File: src/rtl/trig_counter_snapshot.sv
// Free-running and trigger-driven up/down counters with a coherent two-cycle
// snapshot path and registered event pulses for a TriggerOut endpoint.
module trig_counter_snapshot #(
  parameter int WIDTH     = 32,
  parameter int SATURATE  = 0,
  parameter int AUTO_LOG2 = 0,
  parameter int LED_MSB   = 30,
  // With WIDTH=16 there is no upper half; the hi ports collapse to one zero bit
  localparam int HI_W     = (WIDTH > 16) ? WIDTH - 16 : 1
) (
  input  logic            clk1,
  input  logic            reset_n,
  input  logic [3:0]      trig,
  input  logic            run_en,
  output logic [15:0]     snap0_lo,
  output logic [HI_W-1:0] snap0_hi,
  output logic [15:0]     snap1_lo,
  output logic [HI_W-1:0] snap1_hi,
  output logic [7:0]      snap_seq,
  output logic [7:0]      led_cnt,
  output logic [2:0]      evt,
  output logic            busy
);

  localparam logic [WIDTH-1:0] ONE = WIDTH'(1);

  typedef enum logic {IDLE, CAPTURE} state_t;

  typedef struct packed {
    logic [WIDTH-1:0] c0;
    logic [WIDTH-1:0] c1;
  } cnt_pair_t;

  logic [WIDTH-1:0] count0, count1, count1_nxt;
  logic [WIDTH-1:0] snap0, snap1;
  cnt_pair_t        hold;
  state_t           state;
  logic             t_clear, t_up, t_down, t_snap;
  logic             up_only, dn_only, c1_max, c1_min;
  logic             auto_tick;
  logic [2:0]       evt_nxt;

  assign t_clear = trig[0];
  assign t_up    = trig[1];
  assign t_down  = trig[2];
  assign t_snap  = trig[3];
  assign up_only = t_up & ~t_down & ~t_clear;
  assign dn_only = t_down & ~t_up & ~t_clear;
  assign c1_max  = (count1 == '1);
  assign c1_min  = (count1 == '0);

  // Limit events fire on every attempt to step past a limit, wrapping or not
  assign evt_nxt = {dn_only & c1_min, up_only & c1_max, run_en & (count0 == '1)};

  always_comb begin
    count1_nxt = count1;
    if (t_clear)                          count1_nxt = '0;
    else if (up_only && !(SATURATE != 0 && c1_max)) count1_nxt = count1 + ONE;
    else if (dn_only && !(SATURATE != 0 && c1_min)) count1_nxt = count1 - ONE;
  end

  always_ff @(posedge clk1) begin
    if (!reset_n) begin
      count0 <= '0;
      count1 <= '0;
      evt    <= '0;
    end else begin
      if (run_en) count0 <= count0 + ONE;
      count1 <= count1_nxt;
      evt    <= evt_nxt;
    end
  end

  generate
    if (AUTO_LOG2 > 0) begin : g_auto
      logic [AUTO_LOG2-1:0] timer;
      always_ff @(posedge clk1) begin
        if (!reset_n) timer <= '0;
        else          timer <= timer + AUTO_LOG2'(1);
      end
      // Request on the edge where the timer rolls over to zero
      assign auto_tick = &timer;
    end else begin : g_no_auto
      assign auto_tick = 1'b0;
    end
  endgenerate

  // Counts are parked in hold at the request edge and published one cycle later
  always_ff @(posedge clk1) begin
    if (!reset_n) begin
      state    <= IDLE;
      busy     <= 1'b0;
      hold     <= '0;
      snap0    <= '0;
      snap1    <= '0;
      snap_seq <= '0;
    end else begin
      case (state)
        IDLE: if (t_snap || auto_tick) begin
          state   <= CAPTURE;
          busy    <= 1'b1;
          hold.c0 <= count0;
          hold.c1 <= count1;
        end
        CAPTURE: begin
          state    <= IDLE;
          busy     <= 1'b0;
          snap0    <= hold.c0;
          snap1    <= hold.c1;
          snap_seq <= snap_seq + 8'd1;
        end
        default: state <= IDLE;
      endcase
    end
  end

  assign snap0_lo = snap0[15:0];
  assign snap1_lo = snap1[15:0];

  generate
    if (WIDTH > 16) begin : g_hi
      assign snap0_hi = snap0[WIDTH-1:16];
      assign snap1_hi = snap1[WIDTH-1:16];
    end else begin : g_no_hi
      assign snap0_hi = '0;
      assign snap1_hi = '0;
    end
  endgenerate

  assign led_cnt = count0[LED_MSB -: 8];

endmodule

File: config.mk
export PLATFORM = sky130hd
export DESIGN_NAME = trig_counter_snapshot
export DESIGN_NICKNAME = d
export VERILOG_FILES = /design/src/rtl/trig_counter_snapshot.sv
export SDC_FILE = /design/constraint.sdc
export NUM_CORES = 1
export LEC_CHECK = 0
export ABC_CLOCK_PERIOD_IN_PS = 4510
export BUFFER_PORTS_ARGS = -buffer_cell sky130_fd_sc_hd__buf_2
export CAP_MARGIN = 20
export CORE_AREA = 2 2 143 145
export CTS_CLUSTER_SIZE = 12
export DETAILED_ROUTE_END_ITERATION = 10
export DIE_AREA = 0 0 145 147
export HOLD_SLACK_MARGIN = 0.08
export PLACE_DENSITY = 0.72
export SLEW_MARGIN = 20
export SYNTH_ARGS = -nofsm -noshare
export SYNTH_HDL_FRONTEND = slang
export SYNTH_SLANG_ARGS = --single-unit
File: constraint.sdc
create_clock -name clk1 -period 4.51 [get_ports clk1]
set_input_delay 0.902 -clock clk1 [delete_from_list [all_inputs] [get_ports clk1]]
set_output_delay 0.902 -clock clk1 [all_outputs]
set_load 0.05 [all_outputs]
==> flow_metrics.py, run 1 <==
metrics = {
    "status": {
        "outcome": "finished clean",
    },
    "sta": {
        "layout_min_cycle_time_ps": 3560,
        "layout_setup_ws_ps": 955,
        "slew_headroom_pct": 37.2,
        "max_clock_freq_mhz": 281,
        "maxSlewViolCount": 0,
        "fin_skew_ps": 16.7,
        "finalSetupTns_ps": 0,
        "worstMarginPinSlew_ps": 942,
        "rsz0062_at_grt": "false",
        "period_share_pct": 78.8,
        "finalSetupViolCount": 0,
        "hold_viol": 0,
    },
    "synth": {
        "synthFlopType": "dfxtp_1",
        "synth.most_common_cell": "nand2_1",
        "synth-async-reset-ratio_pct": 0,
        "postSynthNetCount": 1150,
        "synth_top_area_cell": "dfxtp_1",
        "synth_warnings": 0,
        "synth_cells": 1107,
        "ys_seq_area_share_pct": 42.1,
        "avgSynthCellArea_um2": 8.80,
        "yosys_register_bits": 205,
        "synth_area_um2": 9740,
        "yosys.cell_types.count": 62,
        "synth.top_cell.area_share_pct": 42.1,
        "netlist_top_cells_area": "dfxtp_1 (42%), nand2_1 (8.0%), mux2i_1 (7.0%)",
        "ys_top_cells_by_count": "nand2_1 (207), dfxtp_1 (205), a21boi_0 (72)",
        "synth-edff-count": 0,
    },
    "detailed_routing": {
        "dr_total_vias": 7686,
        "routedWlPerCell_um": 14.5,
        "drt_iter0_drc": 465,
        "drt-total-wl_um": 21000,
        "drt_first_pass_iters": 5,
        "routed_via_density": 5.31,
        "post-route-drc-count": 0,
        "drtAntennaViolNets": 0,
    },
    "layout": {
        "area_delta_synth_final_pct": 13.4,
        "layout.nets": 1212,
        "antenna_cells": 0,
        "drive_gt1_share_pct": 13.0,
        "n_fill_cell": 1788,
    },
    "worst_setup_path": {
        "crit_type": "in2reg",
        "start_kind": "primary input",
        "slowest_delay_ps": 500,
        "crit_path_max_fanout": 18,
        "cp_data_required_time_ps": 4880,
        "setup.worst_path.end_class": "flop",
        "worst_path_max_delay_cell": "or2_2",
        "path_cells": "buf_2, nand2b_1, or2_2, buf_4, ha_1, a21oi_1, o21ai_0, a211oi_1, o21ai_2, a221oi_2, nor4_2, nand3b_1",
        "arrival_ps": 3930,
    },
    "place": {
        "io_buffers": 90,
        "place_ws_ps": 469,
        "gp_congestion": 0.911,
        "dpl.hpwl_um": 14500,
    },
    "die": {
        "fp.dieH_um": 147,
        "core_um2": 19800,
        "io_pins": 91,
        "fp.dieArea_um2": 21300,
        "rows": 52,
        "die_x_um": 145,
        "start_util_pct": 49.1,
    },
    "min_path": {
        "hp-class": "reg2reg",
    },
    "global_route": {
        "grt_overflow": 0,
        "grt_max_degree": 129,
        "antenna_found_initial": 0,
        "grt_util_all_layers_pct": 19.2,
        "grt_pass1_wl_um": 35100,
        "grt_pass1_vias": 7211,
    },
    "power": {
        "switchingPower_uw": 1020,
        "combinationalPowerShare_pct": 12.7,
        "pwr-share-clk_pct": 41.5,
        "leakage_uw": 0.00434,
        "switching_share_pct": 24.9,
        "power.density_nw_per_um2": 370,
        "p_int_uw": 3070,
        "ir_worst_vdd_mv": 0.187,
        "power_frac_seq_pct": 45.9,
    },
    "clocking": {
        "clk_pin_slew_worst_paths_ps": 60,
        "hold_buffers": 0,
        "ctsResizeCount": 0,
        "clock_latency_ps": 490,
        "cts_sinks": 205,
        "cts_setup_buffers": 0,
        "cts_made_buffers": 22,
        "cts_tree": "done",
        "cts_buffer_depth": 3,
        "cts.htree.levels": 1,
        "cts-root-buf": "clkbuf_16",
    },
    "job": {
        "cap_viol_max_count": 0,
    },
}
-- final cells by class --
class / count / area [um2] / area share [%]
tap: 270 / 338 / 3.06
timing repair buffer: 100 / 541 / 4.89
multi-input combinational: 826 / 5330 / 48.3
clock inverter: 3 / 43.8 / 0.397
clock buffer: 30 / 632 / 5.72
sequential: 205 / 4110 / 37.2
inverter: 14 / 52.6 / 0.476
-- metal layers --
layer	vias up	global-route usage, %	routed length (um)
met5	-	0	0
met4	0	5.30	465
li1	3921	-	-
met3	42	2.70	904
met2	140	32.2	9680
met1	3583	26.0	9930
-- state kept, by name, summed over array words and instances, names as in the netlist --
register and count:
snap0 32, evt 3, hold 64, state 1, count0 32, snap1 32, snap_seq 8, busy 1
count1 32
-- worst max-delay path: cells and delay by family --
family / cells / cell delay [ps]
AO/OA/AOI/OAI: 5 / 1310
AND/OR/NAND/NOR: 4 / 970
buffers and inverters: 2 / 380
adder cells (fa/ha/maj): 1 / 360
-- cell families (layout without fill, tap and decap cells) --
| kind of cell | Yosys count | in the layout | share of synthesized area, % |
|---|---|---|---|
| AO/OA/AOI/OAI | 207 | 207 | 14.4 |
| adder cells (fa/ha/maj) | 36 | 36 | 4.70 |
| XOR/XNOR | 52 | 52 | 4.68 |
| AND/OR/NAND/NOR | 462 | 462 | 23.7 |
| flip-flops | 205 | 205 | 42.1 |
| multiplexers | 69 | 69 | 7.11 |
| buffers and inverters | 76 | 147 | 3.26 |
-- worst paths after layout --
kind	depth (start not counted)	startpoint	slack [ps]	end
max	12	trig[2]	950	count1[28]
min	2	count0[31]	450	evt[0]
max reg2reg	10	count1[0]	1560	count1[28]
min reg2reg	2	count0[31]	450	evt[0]
-- power by group through the flow --
stage	clock network (uW)	registers (uW)	logic [uW]
after global placement	0	1910	513
final	1700	1880	519
after floorplan	0	1910	407
after global routing	1810	1880	574
after detailed placement	0	1920	513
after CTS	1740	1880	515
-- layout by cell type (no fill, tap or decap), types with 28 or more instances in the layout --
cell type,instances
nand2_1,207
dfxtp_1,204
buf_2,89
a21boi_0,72
nor2b_1,69
mux2i_1,68
a21oi_1,55
xnor2_1,39
ha_1,35
and2_1,32
nor2_1,28
-- through the flow --
stage	instance area, um2	util [%]	power (uW)	hold WS, ps	std cells
floorplan	9740	-	2310	433	1107
global placement	10300	52.1	2430	448	1414
detailed placement	10300	52.1	2430	453	1414
CTS	11000	55.5	4130	456	1447
global route	11000	55.7	4270	487	1448
finish	11000	55.7	4090	455	1448
Power figures use the tool's default switching activity.
==> run 2, diff against run 1 <==
- ABC_AREA: unset -> 1
- ABC_CLOCK_PERIOD_IN_PS: 4510 -> 2930
- CORE_AREA: 2 2 143 145 -> 2 2 146 148
- DIE_AREA: 0 0 145 147 -> 0 0 148 150
- PLACE_DENSITY: 0.72 -> 0.75
- clock period: 4.51 -> 2.93 ns (I/O delays scaled with it)
==> run 2 against run 1 <==
Via count increased by 22%. Design area up 4.0%. Synthesized cell count is 34% higher. Combinational power grew 140%. Clock power grew 62%. Register-to-register slack got worse by 840 ps. Die area increased by 4.2%. Hold slack worse by 120 ps. Area after synthesis is 4.1% higher. Critical path type unchanged. Critical endpoint unchanged.
==> flow_metrics.py, run 2 <==
metrics = {
    "die": {
        "core_um2": 20700,
        "start_util_pct": 49.0,
        "fp.dieArea_um2": 22200,
        "fp.dieH_um": 150,
        "die_x_um": 148,
        "io_pins": 91,
        "rows": 53,
    },
    "power": {
        "leakage_uw": 0.00581,
        "ir_worst_vdd_mv": 0.352,
        "power.density_nw_per_um2": 610,
    },
    "synth": {
        "synth_cells": 1478,
        "synth_top_family_by_area": "simple AND/OR/NAND/NOR gates",
        "postSynthNetCount": 1521,
        "synthFlopType": "dfxtp_1",
        "synth-async-reset-ratio_pct": 0,
        "yosys.cell_types.count": 40,
        "ys_top_cells_by_count": "nand2_1 (261), nor2_1 (256), dfxtp_1 (205)",
        "synthSimpleGateAreaFrac_pct": 28.0,
        "netlist_top_cells_area": "dfxtp_1 (40%), nand2_1 (9.7%), nor2_1 (9.5%)",
        "synth-compound-area-share_pct": 15.4,
        "synth-adder-area-share_pct": 4.52,
        "synth.top_cell.area_share_pct": 40.5,
        "avgSynthCellArea_um2": 6.86,
        "synth_area_um2": 10100,
        "synth_warnings": 0,
        "synth_xor_area_share_pct": 1.56,
        "yosys_register_bits": 205,
        "muxShareOfSynthArea_pct": 0,
        "synth-edff-count": 0,
        "synth_top_area_cell": "dfxtp_1",
        "synth.most_common_cell": "nand2_1",
        "ys_seq_area_share_pct": 40.5,
    },
    "worst_setup_path": {
        "worst_path_max_delay_cell": "ha_1",
        "setup.worst_path.end_class": "flop",
        "arrival_ps": 2730,
        "cp_common_cell": "nand2_1",
        "start_kind": "primary input",
        "crit_type": "in2reg",
        "slowest_delay_ps": 360,
        "cp_data_required_time_ps": 3330,
        "path_cells": "buf_2, nor3_2, inv_1, buf_12, ha_1, a21oi_1, nor2_1, nor2_1, nand3_1, nand2_1, nand2_1, nand2_1, nand3_1, nand2_1, inv_1",
        "crit_path_max_fanout": 33,
        "reg2reg_depth": 14,
        "r2r_slack_ps": 720,
    },
    "sta": {
        "fin_skew_ps": 14.8,
        "finalSetupTns_ps": 0,
        "slew_headroom_pct": 36.4,
        "worstMarginPinSlew_ps": 952,
        "maxSlewViolCount": 0,
        "layout_min_cycle_time_ps": 2330,
        "rsz0062_at_grt": "false",
        "finalSetupViolCount": 0,
        "max_clock_freq_mhz": 429,
        "hold_viol": 0,
        "period_share_pct": 79.5,
    },
    "clocking": {
        "clock_latency_ps": 500,
        "ctsResizeCount": 0,
        "cts_made_buffers": 22,
        "clk_pin_slew_worst_paths_ps": 60,
        "cts-root-buf": "clkbuf_16",
        "cts_buffer_depth": 3,
        "cts_tree": "done",
        "cts_setup_buffers": 0,
        "cts.htree.levels": 1,
        "cts_sinks": 205,
        "hold_buffers": 0,
    },
    "detailed_routing": {
        "drt_first_pass_iters": 5,
        "dr_total_vias": 9408,
        "routedWlPerCell_um": 13.8,
        "post-route-drc-count": 0,
        "drt-total-wl_um": 25100,
        "drt_iter0_drc": 665,
        "routed_via_density": 5.15,
        "drtAntennaViolNets": 0,
    },
    "layout": {
        "antenna_cells": 0,
        "mostFrequentLayoutCell": "nand2_1",
        "area_delta_synth_final_pct": 13.3,
        "final_area_um2": 11500,
        "drive_gt1_share_pct": 10.1,
        "layout.nets": 1585,
        "final_util_pct": 55.5,
        "n_fill_cell": 2009,
        "largest_register_ff_count": 64,
        "final_cell_mix": "nand2_1 (261), nor2_1 (255), dfxtp_1 (204)",
        "top_register": "hold",
    },
    "job": {
        "cap_viol_max_count": 0,
    },
    "place": {
        "dpl.hpwl_um": 17800,
        "gp_congestion": 0.944,
        "postPlaceCellArea_um2": 10800,
        "io_buffers": 90,
    },
    "global_route": {
        "use_met1_pct": 29.8,
        "antenna_found_initial": 1,
        "met2_usage_pct": 38.6,
        "grt_util_all_layers_pct": 22.6,
        "busiest_layer": "met2",
        "use_met3_pct": 2.96,
        "grt_max_degree": 151,
        "grt_overflow": 0,
        "grt_pass1_wl_um": 41900,
        "grt_pass1_vias": 8868,
    },
    "status": {
        "outcome": "finished clean",
    },
    "min_path": {
        "hp-class": "in2reg",
        "hold_depth": 3,
    },
}
==> run 2: changes by cell type after synthesis, sizes merged, moves of 27 or more <==
cell,previous run,this run
a21boi,73,0
nor3,9,36
mux2i,68,0
a21oi,59,100
inv,14,192
nor2b,70,0
nand2,207,267
nand3,27,58
o21ai,30,170
and2,33,3
xnor2,39,3
nor2,29,259
==> run 2: final timing paths <==
kind / end / from
worst max-delay path: count1[28] / trig[0]
worst min-delay path: busy / trig[3]
worst max register to register: count1[30] / count1[1]
worst min register to register: snap_seq[7] / snap_seq[7]
==> run 2: logic make-up after synthesis <==
logic type | count (synthesis)
AO/OA/AOI/OAI | 298
XOR/XNOR | 18
adder cells (fa/ha/maj) | 36
buffers and inverters | 257
flip-flops | 205
AND/OR/NAND/NOR | 664
==> run 2: power by group <==
part / leakage [uW] / total [uW] / internal, uW / switching [uW]
Clock: 0.000349 / 2760 / 1690 / 1070
Combinational: 0.00379 / 1230 / 358 / 871
Sequential: 0.00168 / 3020 / 2930 / 88.8
==> run 2: area by class of cell <==
type / count / area [um2] / share of cell area [%]
multi-input cells: 1016 / 5020 / 43.7
flip-flops and latches: 205 / 4110 / 35.7
inverters: 193 / 724 / 6.31
clock buffers: 31 / 646 / 5.62
repair buffers: 104 / 583 / 5.08
well taps: 275 / 344 / 3.00
clock inverters: 3 / 65.1 / 0.567
==> run 2: per-stage QoR <==
step	setup slack, ps	hold slack, ps	cells	total power, uW
floorplan	144	450	1478	4010
global placement	202	457	1793	4280
detailed placement	142	463	1793	4290
CTS	672	326	1827	7060
global route	383	350	1827	7340
finish	600	338	1827	7010
==> run 2: metal layers <==
layer | share of wire (%) | routed length (um)
met2 | 47 | 11700
met4 | 2.0 | 512
met3 | 4.8 | 1190
met5 | 0.052 | 13
met1 | 46 | 11700
==> run 2: worst max-delay path, delay by kind of cell <==
kind	cells	cell delay, ps
buffers and inverters	4	440
AND/OR/NAND/NOR	9	1030
AO/OA/AOI/OAI	1	290
adder cells (fa/ha/maj)	1	360
==> run 3, diff against run 2 <==
- ABC_CLOCK_PERIOD_IN_PS: 2930 -> 2050
- clock period: 2.93 -> 2.05 ns (I/O delays scaled with it)
==> run 3 against run 2 <==
The flow now finishes with violations (negative setup slack). Design area grew 9.9%. Sequential share of layout area shrank 3.2 points. Register-to-register slack lost 600 ps. Clock power grew 40%. Core utilization grew 5.5 points. Cell count grew 3.9%. Total power grew 47%. Die area is the same. Hold slack lost 180 ps. Largest cell class unchanged.
==> flow_metrics.py, run 3 (synthesis gave the netlist of run 2 again) <==
metrics = {
    "sta": {
        "rsz0062_at_grt": "true",
        "worstMarginPinSlew_ps": 754,
        "finalSetupTns_ps": -5.23,
        "layout_min_cycle_time_ps": 2060,
        "slew_headroom_pct": 49.7,
        "hold_viol": 0,
        "max_clock_freq_mhz": 487,
        "finalSetupViolCount": 1,
        "fin_skew_ps": 10.2,
        "period_share_pct": 100,
        "maxSlewViolCount": 0,
        "layout_setup_ws_ps": -5.23,
    },
    "worst_setup_path": {
        "cp_top_family": "simple AND/OR/NAND/NOR gates",
        "worst_path_max_delay_cell": "ha_2",
        "arrival_ps": 2450,
        "crit_path_max_fanout": 5,
        "cp_data_required_time_ps": 2440,
        "path_cells": "buf_2, nor3_4, inv_4, clkbuf_16, ha_2, nand2_2, nor2_1, nand2_1, nor2_1, nand2_2, nand3_1, nand3_1, nand2_1, inv_1",
        "start_kind": "primary input",
        "slowest_delay_ps": 400,
        "crit_buf_inv": 4,
        "crit_type": "in2reg",
        "setup.worst_path.end_class": "flop",
    },
    "job": {
        "cap_viol_max_count": 0,
    },
    "global_route": {
        "grt_overflow": 0,
        "grt_pass1_wl_um": 43300,
        "grt_max_degree": 80,
        "antenna_found_initial": 0,
        "grt_pass1_vias": 9011,
        "grt_util_all_layers_pct": 23.7,
    },
    "layout": {
        "area_delta_synth_final_pct": 24.6,
        "drive_gt1_share_pct": 20.0,
        "top_register": "hold",
        "mostFrequentLayoutCell": "nor2_1",
        "layout.nets": 1657,
        "final_util_pct": 61.0,
        "largest_register_ff_count": 64,
        "antenna_cells": 0,
        "final_cell_mix": "nor2_1 (242), nand2_1 (234), dfxtp_1 (204)",
    },
    "power": {
        "ir_worst_vdd_mv": 0.444,
        "total_power_uw": 10300,
        "power.density_nw_per_um2": 819,
        "leakage_uw": 0.00623,
    },
    "clocking": {
        "cts_buffer_depth": 3,
        "clk_pin_slew_worst_paths_ps": 60,
        "cts_sinks": 205,
        "hold_buffers": 0,
        "clock_latency_ps": 490,
        "cts_tree": "done",
        "cts_made_buffers": 22,
        "cts.htree.levels": 1,
        "cts-root-buf": "clkbuf_16",
    },
    "detailed_routing": {
        "routed_via_density": 5.19,
        "routedWlPerCell_um": 14.6,
        "drt-total-wl_um": 27800,
        "post-route-drc-count": 0,
        "drt_iter0_drc": 506,
        "drt_first_pass_iters": 5,
        "drtAntennaViolNets": 0,
        "dr_total_vias": 9852,
    },
    "die": {
        "core_um2": 20700,
        "io_pins": 91,
        "fp.dieArea_um2": 22200,
        "rows": 53,
        "start_util_pct": 49.0,
        "fp.dieH_um": 150,
        "die_x_um": 148,
    },
    "place": {
        "io_buffers": 90,
        "place_ws_ps": -537,
        "gp_congestion": 0.913,
        "dpl.hpwl_um": 19700,
    },
    "status": {
        "violations": "negative setup slack",
        "outcome": "finished with violations",
    },
    "min_path": {
        "hp-class": "in2reg",
    },
}
[run 3: changes by cell type in the layout (fill, tap and decap cells not counted), sizes merged]
cell and delta:
buf +70, bufinv -1, clkinv +1, clkbuf +2
[run 3: power breakdown]
group | switching (uW) | internal [uW] | leakage, uW
Combinational | 1410 | 751 | 0.00421
Clock | 1530 | 2320 | 0.000345
Sequential | 133 | 4190 | 0.00168
Total | 3070 | 7260 | 0.00623
[run 3: final cells by class]
type / instances / area, um2
well taps: 275 / 344
multi-input cells: 1016 / 5560
inverters: 193 / 727
flip-flops and latches: 205 / 4110
repair buffers: 176 / 1200
clock buffers: 31 / 656
clock inverters: 3 / 40.0
fillers: 1918 / 8060
[run 3: what timing repair did]
action,in CTS,in global routing
endpoints found under the hold margin,0,0
gates cloned,0,2
setup endpoints to repair,8,26
gates resized for setup,4,105
pin swaps,0,14
buffers inserted,0,4
[run 3: worst register-to-register path, stage by stage (launching register included)]
cell     delay, ps
dfxtp_1        340
inv_1           80
fa_2           400
inv_2           90
nand3_1         80
nand3_2        120
nand2_1         60
nand2_1        100
nand2_1         70
nand2_2        130
nand2_1         90
nand3_1         80
nand3_1         80
nand2_1         80
inv_1           40
[run 3: routing by layer]
| metal | routed length (um) | part of all wire (%) | global-route usage [%] | vias to the layer above |
|---|---|---|---|---|
| li1 | - | - | - | 5017 |
| met1 | 12300 | 44 | 31.3 | 4525 |
| met2 | 13500 | 49 | 41.1 | 262 |
| met3 | 1340 | 4.8 | 2.90 | 48 |
| met4 | 588 | 2.1 | 6.05 | 0 |
| met5 | 0 | 0 | 0 | - |
[run 3: metrics by stage]
step	std cells	area [um2]	hold slack (ps)
floorplan	1478	10100	450
CTS	1893	12000	150
detailed placement	1859	11300	463
global placement	1859	11300	459
global route	1899	12600	177
finish	1899	12600	162
[run 3: final timing paths]
path | from | slack [ps] | depth (start not counted) | end
worst max-delay path | trig[2] | -5 | 14 | count1[29]
worst min-delay path | trig[3] | 160 | 3 | busy
worst max register to register | count1[0] | 120 | 14 | count1[22]
worst min register to register | snap_seq[7] | 480 | 2 | snap_seq[7]
